[src/rtl/denoise_blend_axis.sv]
// Temporal denoise: joins previous/current frame AXI4-Stream beats and applies a
// per-channel motion-gated recursive blend through a two-stage pipeline.
module denoise_blend_axis #(
    parameter int CH      = 3,
    parameter int PIX_W   = 8,
    parameter int ALPHA_W = 4
) (
    input  logic                  aclk,
    input  logic                  aresetn,
    input  logic [CH*PIX_W-1:0]   s_prev_axis_tdata,
    input  logic                  s_prev_axis_tvalid,
    output logic                  s_prev_axis_tready,
    input  logic                  s_prev_axis_tlast,
    input  logic                  s_prev_axis_tuser,
    input  logic [CH*PIX_W-1:0]   s_curr_axis_tdata,
    input  logic                  s_curr_axis_tvalid,
    output logic                  s_curr_axis_tready,
    input  logic                  s_curr_axis_tlast,
    input  logic                  s_curr_axis_tuser,
    output logic [CH*PIX_W-1:0]   m_axis_tdata,
    output logic                  m_axis_tvalid,
    input  logic                  m_axis_tready,
    output logic                  m_axis_tlast,
    output logic                  m_axis_tuser,
    input  logic [1:0]            cfg_mode,
    input  logic [ALPHA_W-1:0]    cfg_alpha,
    input  logic [PIX_W-1:0]      cfg_thresh,
    input  logic                  err_clr,
    output logic [1:0]            err_flags,
    output logic [15:0]           frame_cnt
);

    localparam int DW = CH * PIX_W;
    localparam int SW = PIX_W + 1;
    localparam int PW = PIX_W + ALPHA_W + 2;

    logic                 en;
    logic                 acc;
    logic                 cfg_load;

    logic [1:0]           mode_q,   mode_d;
    logic [ALPHA_W-1:0]   alpha_q,  alpha_d;
    logic [PIX_W-1:0]     thresh_q, thresh_d;

    logic                 s1_valid_q;
    logic [DW-1:0]        s1_c_q, s1_p_q, s1_ad_q, s1_ad_d;
    logic [CH*SW-1:0]     s1_d_q, s1_d_d;
    logic                 s1_last_q, s1_user_q;

    logic                 m_valid_q, m_last_q, m_user_q;
    logic [DW-1:0]        m_data_q, m_data_d;

    logic [1:0]           err_q, err_d, err_set;
    logic [15:0]          frame_cnt_q;

    assign en       = !m_valid_q | m_axis_tready;
    assign acc      = aresetn & en & s_prev_axis_tvalid & s_curr_axis_tvalid;
    assign cfg_load = acc & s_curr_axis_tuser;

    assign s_prev_axis_tready = acc;
    assign s_curr_axis_tready = acc;

    // A new frame's configuration applies to its own SOF beat.
    always_comb begin
        mode_d   = cfg_load ? cfg_mode   : mode_q;
        alpha_d  = cfg_load ? cfg_alpha  : alpha_q;
        thresh_d = cfg_load ? cfg_thresh : thresh_q;
    end

    logic [SW-1:0] dif_c, neg_c;
    always_comb begin
        s1_d_d  = '0;
        s1_ad_d = '0;
        dif_c   = '0;
        neg_c   = '0;
        for (int i = 0; i < CH; i++) begin
            dif_c = {1'b0, s_curr_axis_tdata[i*PIX_W +: PIX_W]}
                  - {1'b0, s_prev_axis_tdata[i*PIX_W +: PIX_W]};
            neg_c = SW'(0) - dif_c;
            s1_d_d[i*SW +: SW]        = dif_c;
            s1_ad_d[i*PIX_W +: PIX_W] = dif_c[PIX_W] ? neg_c[PIX_W-1:0] : dif_c[PIX_W-1:0];
        end
    end

    // The shadow registers only change on an accepted beat, which also refills
    // S1, so while S1 holds a valid beat the shadow values are that beat's.
    logic signed [PW-1:0] dx, ax, prod, shf, sum;
    logic [PIX_W-1:0]     cv, pv, adv, blend;
    always_comb begin
        m_data_d = '0;
        dx = '0; ax = '0; prod = '0; shf = '0; sum = '0;
        cv = '0; pv = '0; adv = '0; blend = '0;
        for (int i = 0; i < CH; i++) begin
            cv    = s1_c_q[i*PIX_W +: PIX_W];
            pv    = s1_p_q[i*PIX_W +: PIX_W];
            adv   = s1_ad_q[i*PIX_W +: PIX_W];
            dx    = {{(PW-SW){s1_d_q[i*SW+SW-1]}}, s1_d_q[i*SW +: SW]};
            ax    = {{(PW-ALPHA_W){1'b0}}, alpha_q};
            prod  = dx * ax;
            shf   = prod >>> ALPHA_W;
            sum   = {{(PW-PIX_W){1'b0}}, pv} + shf;
            blend = sum[PIX_W-1:0];
            unique case (mode_q)
                2'd0: m_data_d[i*PIX_W +: PIX_W] = cv;
                2'd1: m_data_d[i*PIX_W +: PIX_W] = pv;
                2'd2: m_data_d[i*PIX_W +: PIX_W] = (adv > thresh_q) ? cv : blend;
                default: m_data_d[i*PIX_W +: PIX_W] = adv;
            endcase
        end
    end

    // A clear is ignored whenever a new mismatch arrives in the same cycle.
    always_comb begin
        err_set = acc ? {s_prev_axis_tuser != s_curr_axis_tuser,
                         s_prev_axis_tlast != s_curr_axis_tlast} : 2'b00;
        err_d   = (err_clr && err_set == 2'b00) ? 2'b00 : (err_q | err_set);
    end

    always_ff @(posedge aclk or negedge aresetn) begin
        if (!aresetn) begin
            mode_q      <= '0;
            alpha_q     <= '0;
            thresh_q    <= '0;
            s1_valid_q  <= 1'b0;
            s1_c_q      <= '0;
            s1_p_q      <= '0;
            s1_d_q      <= '0;
            s1_ad_q     <= '0;
            s1_last_q   <= 1'b0;
            s1_user_q   <= 1'b0;
            m_valid_q   <= 1'b0;
            m_data_q    <= '0;
            m_last_q    <= 1'b0;
            m_user_q    <= 1'b0;
            err_q       <= '0;
            frame_cnt_q <= '0;
        end else begin
            err_q <= err_d;
            if (m_valid_q && m_axis_tready && m_user_q)
                frame_cnt_q <= frame_cnt_q + 16'd1;
            if (en) begin
                mode_q     <= mode_d;
                alpha_q    <= alpha_d;
                thresh_q   <= thresh_d;
                s1_valid_q <= acc;
                if (acc) begin
                    s1_c_q    <= s_curr_axis_tdata;
                    s1_p_q    <= s_prev_axis_tdata;
                    s1_d_q    <= s1_d_d;
                    s1_ad_q   <= s1_ad_d;
                    s1_last_q <= s_curr_axis_tlast;
                    s1_user_q <= s_curr_axis_tuser;
                end
                m_valid_q <= s1_valid_q;
                if (s1_valid_q) begin
                    m_data_q <= m_data_d;
                    m_last_q <= s1_last_q;
                    m_user_q <= s1_user_q;
                end
            end
        end
    end

    assign m_axis_tvalid = m_valid_q;
    assign m_axis_tdata  = m_data_q;
    assign m_axis_tlast  = m_last_q;
    assign m_axis_tuser  = m_user_q;
    assign err_flags     = err_q;
    assign frame_cnt     = frame_cnt_q;

endmodule

[config.mk]
export PLATFORM = sky130hd
export DESIGN_NAME = denoise_blend_axis
export DESIGN_NICKNAME = d
export VERILOG_FILES = /design/src/rtl/denoise_blend_axis.sv
export SDC_FILE = /design/constraint.sdc
export NUM_CORES = 1
export LEC_CHECK = 0
export CAP_MARGIN = 20
export CORE_MARGIN = 1
export CORE_UTILIZATION = 40
export DETAILED_ROUTE_END_ITERATION = 10
export GPL_TIMING_DRIVEN = 0
export PLACE_DENSITY = 0.68
export SYNTH_ARGS = -nofsm -noshare
export SYNTH_HDL_FRONTEND = slang
export SYNTH_SLANG_ARGS = --single-unit
[constraint.sdc]
create_clock -name aclk -period 5.6 [get_ports aclk]
set_input_delay 1.12 -clock aclk [delete_from_list [all_inputs] [get_ports aclk]]
set_output_delay 1.12 -clock aclk [all_outputs]
set_load 0.01 [all_outputs]
# Yosys cells after proc, flatten, opt, wreduce, memory -nomap -nowiden
# Cells that the tools add are included.
dict set report totals {
  word_cells 62
  ff_bits 161
  out_inout_bits 47
  inputBits 72
}
dict set report op_classes {
  mux 11
  bitwise_logic 6
  n_lt_le_gt_ge 3
  n_mul 3
  n_eq_ne 4
  reduce_logical 9
  n_addsub 10
}
# op count
set op_table {}
lappend op_table {{$pmux W8 S3} 3}
lappend op_table {{$mux W8} 6}
lappend op_table {{$mul A9 B5 Y12} 3}
lappend op_table {{$sub A8 B8 Y9} 3}
lappend op_table {{$add A8 B8 Y8} 3}
lappend op_table {{$gt A8 B8 Y1} 3}
lappend op_table {{$sub A1 B8 Y8 const A} 3}
lappend op_table {{$add A16 B1 Y16 const B} 1}
lappend op_table {{$reduce_and A2 Y1} 3}
lappend op_table {{$and A1 B1 Y1} 4}
lappend op_table {{$logic_not A2 Y1} 2}
lappend op_table {{$mux W2} 2}
lappend op_table {{$logic_and A1 B1 Y1} 3}
lappend op_table {{$eq A2 B1 Y1 const B} 1}
lappend op_table {{$eq A2 B2 Y1 const B} 1}
lappend op_table {{$ne A1 B1 Y1} 2}
lappend op_table {{$or A2 B2 Y2} 1}
lappend op_table {{$logic_not A1 Y1} 1}
lappend op_table {{$or A1 B1 Y1} 1}

# Longest topological paths before layout
dict set report depth {
  ltp_word 9
  depth_mapped 23
  ltp_nobuf 21
}

# Worst setup path after synthesis
# No wires, ideal clock.
dict set report synth_path {
  path_kind {register -> register}
  startpoint {reg alpha_q[2]}
  endpoint {reg m_data_q[15], in the netlist m_axis_tdata[15]}
  period_less_slack_ns 4.992
  t_required_ns 5.478
  stages_incl_launch_ff 21
  slack_ns 0.608
  t_arrival_ns 4.871
  n_path_buf 2
  setup_time_ns 0.122
  cell_sequence {dfrtp_1 clkbuf_1 clkbuf_1 and2_1 ha_1 fa_1 inv_1 fa_1 inv_1 ha_1 or4_1 a21oi_1 nor2_1 a21o_1 xor2_1 ha_1 or3_1 o211ai_1 xnor3_1 nand3_1 a32o_1}
}
dict set report synth_between {
  elab_chain_cells 4
}
# item line
set synth_lines {}
lappend synth_lines {{start, declared} 42} ;# logic [ALPHA_W-1:0] alpha_q, alpha_d;
lappend synth_lines {{start signal, assigned} 143} ;# alpha_q <= alpha_d;
lappend synth_lines {{$mul A9 B5 Y12} 99} ;# prod = dx * ax;
lappend synth_lines {{$add A8 B8 Y8} 101} ;# sum = {{(PW-PIX_W){1'b0}}, pv} + shf;
lappend synth_lines {{$mux W8} 106} ;# 2'd2: m_data_d[i*PIX_W +: PIX_W] = (adv > thresh_q) ? cv : blend;
lappend synth_lines {{$pmux W8 S3} 103} ;# unique case (mode_q)
lappend synth_lines {{end signal, assigned} 156} ;# m_data_q <= m_data_d;
lappend synth_lines {{end, declared} 51} ;# logic [DW-1:0] m_data_q, m_data_d;
# No other way between the ends.
# A chain may end at the register's enable or synchronous reset.

# Worst setup path in the final report
# Same ends and word-level chain as after synthesis.

==> key figures <==
Die
  – Total I/O pin count: 119
  – Die area: 32600 um2
  – Die W: 181 um
  – Core Area: 31000 um2
  – Rows: 64
  – Die Ht: 181 um
  – Starting Density: 41.1%

Worst setup path
  – Worst EP required: 5.91 ns
  – Critical path capture point type: register
  – Crit Path Class: register to register
  – Critical Path AT: 5.80 ns
  – Worst setup SP type: register
  – Largest fanout on the critical path: 10

Synthesis
  – Syn nets: 1691
  – Post-synth ARST share: 100%
  – Post-synthesis cell count: 1434
  – Distinct cells, synth: 55
  – Avg Cell Area, Syn: 8.89 um2
  – Synthesized cell area: 12700 um2
  – Post-synth EDFFs: 0
  – Ys Warns: 0
  – Register area share after synthesis: 31.0%
  – Ys flop type: dfrtp_1
  – Flops & latches, synth: 158

Global route
  – Gr usage total: 24.0%
  – First-pass GRT wire length: 60600 um
  – Initial antenna violation count: 0
  – GR Overflow Total: 0
  – Largest net degree at the start of global routing: 84
  – Vias in the first global route: 11.0k

Route
  – Via Count: 10.9k
  – Iteration count of the initial detailed-routing pass: 6
  – Initial drt markers: 990
  – Vias per cell: 5.52
  – DRC viols: 0
  – Routed Antenna Nets: 0
  – Routed wire length per instance: 19.4 um
  – Total wire length: 38400 um

Final layout
  – Share of layout cells above drive strength 1: 6.81%
  – Ant diodes: 0
  – # fillers: 2903
  – Final non-filler cell area: 15100 um2
  – Area Overhead vs Synth: 18.2%
  – Nets@finish: 1830

Power
  – Share of total power in combinational logic: 58.8%
  – Maximum vdd ir drop: 0.251 mV
  – PD cells: 475 nW/um2
  – P_sw: 0.00317 W
  – Sequential share of power: 24.6%
  – Internal power: 0.00399 W
  – P_leak: 7.29 nW
  – Clock Power Share: 16.6%
  – Sw frac: 44.3%

Place
  – Dpl cell area: 14500 um2
  – HPWL after DPL: 30200 um
  – Gpl congestion: 0.902
  – IO buf count: 118

STA
  – WHS: 0.475 ns
  – RSZ-0062 raised after global routing: no
  – Normalized max-slew margin: 47.0%
  – Crit share post-route: 98.0%
  – Max Clk Rate: 182 MHz
  – Final Setup Violations: 0
  – Crit path time final: 5.49 ns
  – Fin. Hold Viols: 0
  – Slew Limit Fails: 0
  – Total Negative Setup Slacks: 0 ns
  – Worst-Margin Slew: 0.795 ns
  – Worst clock skew: 0.0104 ns

Clocking
  – TritonCTS clock tree: built
  – Worst-Skew Late Latency: 0.43 ns
  – Clk Tree Root Cell: clkbuf_16
  – # clock sinks: 158
  – H-Tree Depth: 4
  – Hold Buf Count CTS: 0
  – CTS buffer count: 17
  – Clock Tree Buf Depth: 2
  – Clock-pin slew on the worst setup and hold paths: 0.07 ns

Run
  – Max-cap violations: 0

Worst hold path
  – Type of the most critical hold path: register to register

Outcome
  – Outcome: finished clean
-- logic make-up (layout without fill, tap and decap cells) --
family	after synthesis	count (layout)	synth area share, %
buffers and inverters	201	352	6.02
AND/OR/NAND/NOR	462	462	17.1
flip-flops	158	158	31.0
AO/OA/AOI/OAI	298	298	14.7
XOR/XNOR	91	91	6.58
adder cells (fa/ha/maj)	185	185	21.2
multiplexers	39	39	3.41
-- registers in the layout, summed over array words and instances (netlist names) --
register	cells
s1_p_q	24
m_axis_tdata	24
frame_cnt	16
err_flags	2
mode_q	2
alpha_q	4
m_axis_tuser	1
s1_user_q	1
s1_valid_q	1
m_axis_tvalid	1
s1_last_q	1
s1_d_q	24
thresh_q	8
m_axis_tlast	1
s1_ad_q	24
s1_c_q	24
-- synthesized netlist by cell type (all sizes together), types with 3 or more instances --
cell type | instances | share of area (%)
clkbuf | 42 | 1.2
and4 | 4 | 0.27
nand4 | 6 | 0.29
o21ai | 124 | 4.9
or3 | 3 | 0.15
nand3b | 6 | 0.35
a21boi | 5 | 0.29
a211oi | 3 | 0.18
and3 | 9 | 0.44
inv | 144 | 4.2
nand2b | 9 | 0.44
or2 | 16 | 0.79
a21o | 21 | 1.2
nor3 | 14 | 0.55
nand3 | 29 | 1.1
xnor3 | 3 | 0.53
buf | 15 | 0.54
o221ai | 17 | 1.2
a31oi | 5 | 0.25
fa | 51 | 8.0
o21a | 16 | 0.94
mux2 | 35 | 3.1
o21bai | 5 | 0.29
o31a | 3 | 0.21
mux2i | 4 | 0.31
a21oi | 58 | 2.3
nand2 | 231 | 6.8
a41oi | 6 | 0.41
a211o | 3 | 0.21
nor2b | 10 | 0.49
nor2 | 41 | 1.2
xor2 | 32 | 2.2
and2 | 80 | 3.9
xnor2 | 56 | 3.8
o31ai | 3 | 0.26
dfrtp | 158 | 31
ha | 134 | 13
o22ai | 8 | 0.39
o211ai | 9 | 0.53
-- routing by layer --
layer | vias to the layer above | share of wire, % | GRT usage [%]
met1 | 5329 | 44 | 32.1
met4 | 0 | 3.8 | 10.4
met3 | 90 | 6.5 | 4.16
met2 | 437 | 45 | 38.2
met5 | - | 0 | 0
li1 | 5088 | - | -
-- worst max-delay path, stage by stage, from the launching register on --
cell and delay, ns:
dfrtp_2 0.47, clkbuf_4 0.22, and2_1 0.16, ha_1 0.31, fa_1 0.54, inv_1 0.07, fa_1 0.55, inv_1 0.05
ha_1 0.23, or4_1 0.54, a21oi_2 0.15, nor2_1 0.10, a21o_1 0.24, xor2_2 0.21, ha_1 0.30, or3_1 0.39
o211ai_1 0.17, xnor3_1 0.27, nand3_1 0.09, a32o_1 0.29
-- area by class of cell --
| class | instances | area [um2] | area share (%) |
|---|---|---|---|
| inverter | 144 | 541 | 3.59 |
| clock inverter | 12 | 136 | 0.905 |
| sequential | 158 | 3960 | 26.2 |
| clock buffer | 19 | 443 | 2.94 |
| tap | 396 | 495 | 3.29 |
| multi-input combinational | 1075 | 8040 | 53.4 |
| buffer | 56 | 230 | 1.53 |
| timing repair buffer | 121 | 1230 | 8.15 |
-- worst paths after layout --
kind / start / to / slack [ns] / cells after the start
hold reg to reg: s1_user_q / m_axis_tuser / 0.47 / 2
setup reg to reg: alpha_q[2] / m_axis_tdata[15] / 0.11 / 19
hold / removal: s1_user_q / m_axis_tuser / 0.47 / 2
max in group asynchronous: aresetn / s1_p_q[9] / 4.10 / 2
setup / recovery: alpha_q[2] / m_axis_tdata[15] / 0.11 / 19
min in group asynchronous: aresetn / err_flags[0] / 0.67 / 1
-- power groups by stage --
stage / Combinational [W] / Sequential, W / Clock [W]
after CTS: 0.00414 / 0.00175 / 0.00119
final: 0.00421 / 0.00176 / 0.00118
after detailed placement: 0.00410 / 0.00176 / 0
after global placement: 0.00399 / 0.00175 / 0
after global routing: 0.00466 / 0.00179 / 0.00123
after floorplan: 0.00290 / 0.00167 / 0
-- cells in the final DEF, fill, tap and decap left out, drive strengths merged, types with 51 or more instances in the layout --
| master | synthesis | routed |
|---|---|---|
| xnor2 | 56 | 56 |
| nand2 | 231 | 231 |
| clkbuf | 42 | 59 |
| ha | 134 | 134 |
| and2 | 80 | 80 |
| clkdlybuf4s50 | 0 | 117 |
| inv | 144 | 147 |
| a21oi | 58 | 58 |
| fa | 51 | 51 |
| dfrtp | 158 | 158 |
| o21ai | 124 | 124 |
-- through the flow --
stage	total power, W	std cells	setup slack, ns	utilization [%]
global route	0.00768	1981	0.00366	48.6
global placement	0.00574	1948	-7.02	46.5
finish	0.00715	1981	0.110	48.6
detailed placement	0.00586	1949	-0.446	46.6
floorplan	0.00458	1434	0.608	-
CTS	0.00708	1979	0.0368	48.5
-- what timing repair did --
action / 4_1_cts / 5_1_grt
endpoints found under the setup margin: 3 / 3
setup buffers: 0 / 2
gates cloned: 0 / 0
gates resized for setup: 4 / 9
hold endpoints to repair: 0 / 0
pin swaps: 1 / 0
Note: power is estimated with default switching activity, not from simulation.
